$ cat src/rtl/vertex_transform_if.sv
// vertex_transform_if: matrix load, vertex input and result handshake bundle.
//   master : upstream/consumer side (drives mat/in_*/out_ready)
//   slave  : vertex_transform side (drives in_ready, out_*)
//   mat           [15:0][W-1:0] row-major matrix, element 4*row+col
//   in_x/y/z      object-space vertex, Q(WI).(WF)
//   out_x/y/z/w   transformed homogeneous vertex, Q(WI).(WF)
//   out_ovf       one or more outputs saturated for this vertex
interface vertex_transform_if #(
    parameter int WI = 8,
    parameter int WF = 8
);
    localparam int W = WI + WF;

    logic                mat_load;
    logic [15:0][W-1:0]  mat;
    logic                in_valid;
    logic                in_ready;
    logic [W-1:0]        in_x, in_y, in_z;
    logic                out_valid;
    logic                out_ready;
    logic [W-1:0]        out_x, out_y, out_z, out_w;
    logic                out_ovf;

    modport master (
        output mat_load, mat, in_valid, in_x, in_y, in_z, out_ready,
        input  in_ready, out_valid, out_x, out_y, out_z, out_w, out_ovf
    );

    modport slave (
        input  mat_load, mat, in_valid, in_x, in_y, in_z, out_ready,
        output in_ready, out_valid, out_x, out_y, out_z, out_w, out_ovf
    );
endinterface

$ cat src/rtl/vertex_transform.sv
// vertex_transform: sequential 4x4 matrix * (x,y,z,1) transformer.
// One shared multiplier and accumulator, 12 MAC cycles per vertex.
//   clk    system clock, rising edge
//   rst_n  asynchronous active-low reset
//   bus    vertex_transform_if.slave (matrix load, vertex in, result out)
// Row r result = round(M[4r+3]<<WF + sum_c M[4r+c]*v[c]), rounded half
// toward +inf and saturated to the Q(WI).(WF) range.
module vertex_transform #(
    parameter int WI = 8,
    parameter int WF = 8
) (
    input  logic                clk,
    input  logic                rst_n,
    vertex_transform_if.slave   bus
);
    localparam int W  = WI + WF;
    localparam int AW = 2 * W + 2;

    localparam logic signed [AW-1:0] HALF = AW'(1) << (WF - 1);
    localparam logic signed [AW-1:0] SMAX = {{(AW-W+1){1'b0}}, {(W-1){1'b1}}};
    localparam logic signed [AW-1:0] SMIN = {{(AW-W+1){1'b1}}, {(W-1){1'b0}}};
    localparam logic [W-1:0]         ONE  = W'(1) << WF;

    typedef enum logic [1:0] {IDLE, CALC, DONE} state_t;

    state_t                 state, state_nxt;
    logic [3:0]             cnt;
    logic signed [AW-1:0]   acc;
    logic [15:0][W-1:0]     m;
    logic [2:0][W-1:0]      v;
    logic [3:0][W-1:0]      res;
    logic                   ovf_flag;
    logic                   ovf_out;

    logic [1:0]             row, col;
    logic signed [W-1:0]    coef, vin;
    logic signed [2*W-1:0]  prod;
    logic signed [AW-1:0]   acc_nxt, rnd;
    logic                   sat_hi, sat_lo;
    logic [W-1:0]           sat_val;

    // Translation term M[k] placed at the product's binary point.
    function automatic logic signed [AW-1:0] pre(input logic [W-1:0] a);
        logic signed [AW-1:0] t;
        t = {{(AW-W){a[W-1]}}, a};
        return t <<< WF;
    endfunction

    // ---------------- FSM ----------------
    always_ff @(posedge clk or negedge rst_n) begin
        if (!rst_n) state <= IDLE;
        else        state <= state_nxt;
    end

    always_comb begin
        state_nxt = state;
        case (state)
            IDLE:    if (bus.in_valid)  state_nxt = CALC;
            CALC:    if (cnt == 4'd11)  state_nxt = DONE;
            DONE:    if (bus.out_ready) state_nxt = IDLE;
            default: state_nxt = IDLE;
        endcase
    end

    // ---------------- MAC datapath ----------------
    always_comb begin
        row     = 2'(cnt / 4'd3);
        col     = 2'(cnt % 4'd3);
        coef    = m[{row, 2'b00} | {2'b00, col}];
        vin     = v[col];
        prod    = coef * vin;
        acc_nxt = acc + {{2{prod[2*W-1]}}, prod};
        rnd     = (acc_nxt + HALF) >>> WF;
        sat_hi  = rnd > SMAX;
        sat_lo  = rnd < SMIN;
        sat_val = sat_hi ? {1'b0, {(W-1){1'b1}}} :
                  sat_lo ? {1'b1, {(W-1){1'b0}}} : rnd[W-1:0];
    end

    always_ff @(posedge clk or negedge rst_n) begin
        if (!rst_n) begin
            cnt      <= '0;
            acc      <= '0;
            v        <= '0;
            res      <= '0;
            ovf_flag <= 1'b0;
            ovf_out  <= 1'b0;
            for (int i = 0; i < 16; i++) m[i] <= (i % 5 == 0) ? ONE : '0;
        end else begin
            case (state)
                IDLE: begin
                    if (bus.mat_load) m <= bus.mat;
                    if (bus.in_valid) begin
                        v        <= {bus.in_z, bus.in_y, bus.in_x};
                        cnt      <= '0;
                        ovf_flag <= 1'b0;
                        // Same-edge load: the vertex sees the incoming matrix.
                        acc      <= pre(bus.mat_load ? bus.mat[3] : m[3]);
                    end
                end
                CALC: begin
                    cnt <= cnt + 4'd1;
                    if (col == 2'd2) begin
                        res[row] <= sat_val;
                        if (sat_hi || sat_lo) ovf_flag <= 1'b1;
                        // Seed next row; wraps to M[3] after row 3, unused.
                        acc <= pre(m[{row + 2'd1, 2'b11}]);
                        if (cnt == 4'd11) ovf_out <= ovf_flag | sat_hi | sat_lo;
                    end else begin
                        acc <= acc_nxt;
                    end
                end
                default: ;
            endcase
        end
    end

    assign bus.in_ready  = (state == IDLE);
    assign bus.out_valid = (state == DONE);
    assign bus.out_x     = res[0];
    assign bus.out_y     = res[1];
    assign bus.out_z     = res[2];
    assign bus.out_w     = res[3];
    assign bus.out_ovf   = ovf_out;
endmodule

$ cat src/flat_wrapper.sv
// flat-port wrapper written by rule: the top's interface ports become plain ports
module vertex_transform_flat 
#(
    parameter int WI = 8,
    parameter int WF = 8
)
  (clk, rst_n, bus_mat_load, bus_mat, bus_in_valid, bus_in_x, bus_in_y, bus_in_z, bus_out_ready, bus_in_ready, bus_out_valid, bus_out_x, bus_out_y, bus_out_z, bus_out_w, bus_out_ovf);
  vertex_transform_if #(.WI(WI), .WF(WF)) bus_i ();
  input  logic clk;
  input  logic rst_n;
  input wire logic [$bits(bus_i.mat_load)-1:0] bus_mat_load;
  input wire logic [$bits(bus_i.mat)-1:0] bus_mat;
  input wire logic [$bits(bus_i.in_valid)-1:0] bus_in_valid;
  input wire logic [$bits(bus_i.in_x)-1:0] bus_in_x;
  input wire logic [$bits(bus_i.in_y)-1:0] bus_in_y;
  input wire logic [$bits(bus_i.in_z)-1:0] bus_in_z;
  input wire logic [$bits(bus_i.out_ready)-1:0] bus_out_ready;
  output wire logic [$bits(bus_i.in_ready)-1:0] bus_in_ready;
  output wire logic [$bits(bus_i.out_valid)-1:0] bus_out_valid;
  output wire logic [$bits(bus_i.out_x)-1:0] bus_out_x;
  output wire logic [$bits(bus_i.out_y)-1:0] bus_out_y;
  output wire logic [$bits(bus_i.out_z)-1:0] bus_out_z;
  output wire logic [$bits(bus_i.out_w)-1:0] bus_out_w;
  output wire logic [$bits(bus_i.out_ovf)-1:0] bus_out_ovf;
  assign bus_i.mat_load = bus_mat_load;
  assign bus_i.mat = bus_mat;
  assign bus_i.in_valid = bus_in_valid;
  assign bus_i.in_x = bus_in_x;
  assign bus_i.in_y = bus_in_y;
  assign bus_i.in_z = bus_in_z;
  assign bus_i.out_ready = bus_out_ready;
  assign bus_in_ready = bus_i.in_ready;
  assign bus_out_valid = bus_i.out_valid;
  assign bus_out_x = bus_i.out_x;
  assign bus_out_y = bus_i.out_y;
  assign bus_out_z = bus_i.out_z;
  assign bus_out_w = bus_i.out_w;
  assign bus_out_ovf = bus_i.out_ovf;
  vertex_transform #(.WI(WI), .WF(WF)) u_core (.clk(clk), .rst_n(rst_n), .bus(bus_i));
endmodule
$ cat config.mk
export PLATFORM = sky130hd
export DESIGN_NAME = vertex_transform_flat
export DESIGN_NICKNAME = d
export VERILOG_FILES = /design/src/rtl/vertex_transform_if.sv /design/src/rtl/vertex_transform.sv /design/src/flat_wrapper.sv
export SDC_FILE = /design/constraint.sdc
export NUM_CORES = 2
export LEC_CHECK = 0
export BUFFER_PORTS_ARGS = -buffer_cell sky130_fd_sc_hd__buf_2
export CAP_MARGIN = 20
export CORE_AREA = 2 2 243 245
export CTS_BUF_LIST = sky130_fd_sc_hd__clkbuf_8
export DETAILED_ROUTE_END_ITERATION = 10
export DIE_AREA = 0 0 245 247
export HOLD_SLACK_MARGIN = 0.06
export PLACE_DENSITY_LB_ADDON = 0.05
export SKIP_LAST_GASP = 1
export SLEW_MARGIN = 10
export SYNTH_ARGS = -nofsm -noshare
export SYNTH_HDL_FRONTEND = slang
export SYNTH_SLANG_ARGS = --single-unit
export TNS_END_PERCENT = 20
$ cat constraint.sdc
create_clock -name clk -period 18.1 [get_ports clk]
set_clock_uncertainty 0.1 [all_clocks]
set_input_delay 3.62 -clock clk [delete_from_list [all_inputs] [get_ports clk]]
set_output_delay 3.62 -clock clk [all_outputs]
set_load 0.02 [all_outputs]
==> Flow_metrics.wiki <==
{| class="wikitable"
! Metric !! Value
|-
| Synthesized Nets || 3812
|-
| Startpoint Class || register
|-
| Worst-path clk slew || 60 ps
|-
| YS warnings || 0
|-
| Maximum buffer depth of the clock tree || 3
|-
| Synthesis-to-layout area growth || 13.8%
|-
| Area of the core region || 58200 um2
|-
| Detail-routed net length per standard cell || 22.8 um
|-
| First-pass DRT Iterations || 5
|-
| Cells after Synth || 3114
|-
| Most common cell after layout, fill and taps aside || nand2_1
|-
| Delay contributed by the slowest stage of the critical path || 830 ps
|-
| Register area share after synthesis || 32.7%
|-
| Largest driver fanout on the critical path || a little under 90
|-
| Synth unique cells || 79
|-
| Floorplan die height || approximately 250 um
|-
| Final period utilization || 84.5%
|-
| Wire length of the first global-routing pass || 149000 um
|-
| H-Tree Level Count || 3
|-
| Number of vias per cell after detailed routing || between 5 and 6
|-
| Dominant synthesized flop cell || dfrtp_1
|-
| Synth Cell Area || 31400 um2
|-
| Resize count post-CTS || 0
|-
| Root buffer cell || clkbuf_8
|-
| Arrival time of data at the critical path endpoint || 15740 ps
|-
| Wire length after detailed routing || approximately 98000 um
|-
| Worst reg-to-reg path cell count || 51
|-
| Critical path destination || u_core.bus.out_y[6]
|-
| R2r setup slk || 2800 ps
|-
| Min Clock Period, post-route || 15300 ps
|-
| Launch point of the worst path || u_core.cnt[2]
|-
| Critical path class || register to register
|-
| Number of inserted filler cells in the final layout || approximately 5000
|-
| Worst Tran Pin Value || 1110 ps
|-
| Post-synth EDFFs || 0
|-
| Worst slew margin relative to its limit || ~26%
|-
| Hold buffers post-CTS || 0
|-
| Vias in the first global route || 25500
|-
| Port buffer count || about 380
|-
| Top Ports || approximately 380
|-
| Result of the run || complete, no violations
|-
| Max-capacitance violation count || 0
|-
| Setup ws final || 2800 ps
|-
| Flip-flop and latch count after synthesis || 410
|-
| Type of the tightest min-delay check || register to register
|-
| Clock buffer count from CTS || 74
|-
| Pre-CTS setup slack || 3030 ps
|-
| Residual antenna-violating net count after detailed routing || 0
|-
| Width of the die || roughly 250 um
|-
| Timing-limited maximum frequency || 65.4 MHz
|-
| Post CTS Setup Buffer Count || 0
|-
| Number of DRC violations after detailed routing || 0
|-
| Reg-to-reg critical path endpoint || u_core.bus.out_y[6]
|-
| Data required, critical path || 18550 ps
|-
| TritonCTS clock tree || yes
|-
| Maximum number of pins on one net before global-route repair || 180
|-
| Slowest stage cell, crit path || a21oi_4
|-
| Setup repair after global routing missed its margin || no
|-
| Fraction of final layout cells with drive strength greater than 1 || 25.9%
|-
| Antenna violations before repair || 13
|-
| Most used cells in the layout excluding fill and tap cells || nand2_1, dfrtp_1, buf_2
|-
| Cell taking the most area after synthesis || dfrtp_1
|-
| Floorplan die area || between 60000 and 70000 um2
|-
| All-layer global routing usage || 32.6%
|-
| Final Slew Violations || 0
|-
| Endpoint kind of the worst setup timing path || register
|-
| Hold Fails Final Rpt || 0
|-
| HPWL after DPL || 75300 um
|-
| Violation count after the first detailed-route iteration || 2021
|-
| Total via count after detailed routing || 25000
|-
| Latest clock arrival within the worst-skew pair || roughly 700 ps
|-
| Top cell type's share of synthesized area || 32.3%
|-
| Starting density of the core || 54.0%
|-
| Cell repeated most along the worst path || fa_1
|-
| Worst reg2reg path startpoint || u_core.cnt[2]
|-
| GPL Wtd Cong || 0.933
|-
| Top area cells in the synthesized netlist || dfrtp_1, fa_1, mux2_2
|-
| Per-instance average area after synthesis || 10.1 um2
|-
| Standard-cell rows || 89
|-
| Number of setup violations in the final report || 0
|-
| Sum of negative setup slack || 0 ps
|-
| Total overflow reported by the global router || 0
|-
| Total number of nets in the final design || 4161
|-
| TritonCTS Sinks || 410
|-
| Asr flop ratio synth || 100%
|}
## cells in the mapped netlist, drive strengths merged (17+ instances only)
library cell	instances
a21o	17
a21oi	110
a221oi	33
a311oi	17
a31oi	24
and2	128
buf	20
clkbuf	138
dfrtp	406
fa	263
ha	126
inv	340
mux2	310
mux2i	107
nand2	499
nand3	83
nand4	19
nor2	79
nor3	18
o211ai	24
o21ai	93
xnor2	47
xor2	28
## critical path: cells and delay by family (launching register included)
family	cells	cell delay [ps]
and+or+nand+nor	10	2190
buffers and inverters	8	1090
xor gates and xnor gates	3	920
DFF	1	430
muxes	2	540
adders and majority gates	11	4360
AOI/OAI and AO/OA	17	5430
## per-stage QoR
| stage | hold slack [ps] | instances | cell area, um2 | utilization [%] |
|---|---|---|---|---|
| after global routing | 395 | 4296 | 35800 | 61.4 |
| after CTS | 377 | 4292 | 35700 | 61.4 |
| after global placement | 358 | 4157 | 34200 | 58.7 |
| after floorplan | 345 | 3114 | 31400 | - |
| final | 373 | 4299 | 35800 | 61.4 |
| after detailed placement | 363 | 4159 | 34200 | 58.8 |
## worst min-delay path by stage
| stage | slack (ps) | cells after the start | to | start |
|---|---|---|---|---|
| 2_1_floorplan | 340 | 2 | u_core.v[0] | u_core.v[0] |
| 3_3_place_gp | 360 | 2 | u_core.v[26] | u_core.v[26] |
| 3_5_place_dp | 360 | 2 | u_core.v[38] | u_core.v[38] |
| 4_1_cts | 380 | 2 | u_core.v[21] | u_core.v[21] |
| 5_1_grt | 400 | 2 | u_core.v[0] | u_core.v[0] |
| 6_report | 370 | 2 | u_core.v[16] | u_core.v[16] |
## logic make-up after synthesis
group	after synthesis	share of synthesized area [%]
fa+ha+maj	389	21.8
mux	433	15.7
compound gates	410	8.68
buf+inv	498	6.01
simple gates	898	13.0
flops	410	32.7
xor+xnor	76	2.19
## sequential cells by signal (all words and copies together) (netlist names)
signal	cells
u_core.bus.out_w	16
u_core.bus.out_z	16
u_core.state	2
u_core.cnt	4
u_core.bus.out_x	16
u_core.bus.out_ovf	1
u_core.v	48
u_core.ovf_flag	1
u_core.acc	34
u_core.bus.out_y	16
u_core.m	256
## layer usage
layer,part of all wire [%],GRT usage (%),vias up
met4,3.9,12.0,14
met5,0.084,0,-
li1,-,-,11100
met3,6.4,5.54,203
met1,42,43.8,12800
met2,48,53.2,878
## cell type report
class                           instances  area (um2)  area share, %
Antenna cell                            6        15.0         0.0420
Clock buffer                           92        1270           3.54
Clock inverter                         41         240          0.671
Inverter                              340        1280           3.57
Multi-Input combinational cell       2206       19400           54.2
Sequential cell                       410       10300           28.7
Tap cell                              773         967           2.70
Timing Repair Buffer                  431        2380           6.64
Power is not shown: default switching activity piles up to over one toggle a cycle in this logic, so the estimate is an artifact.
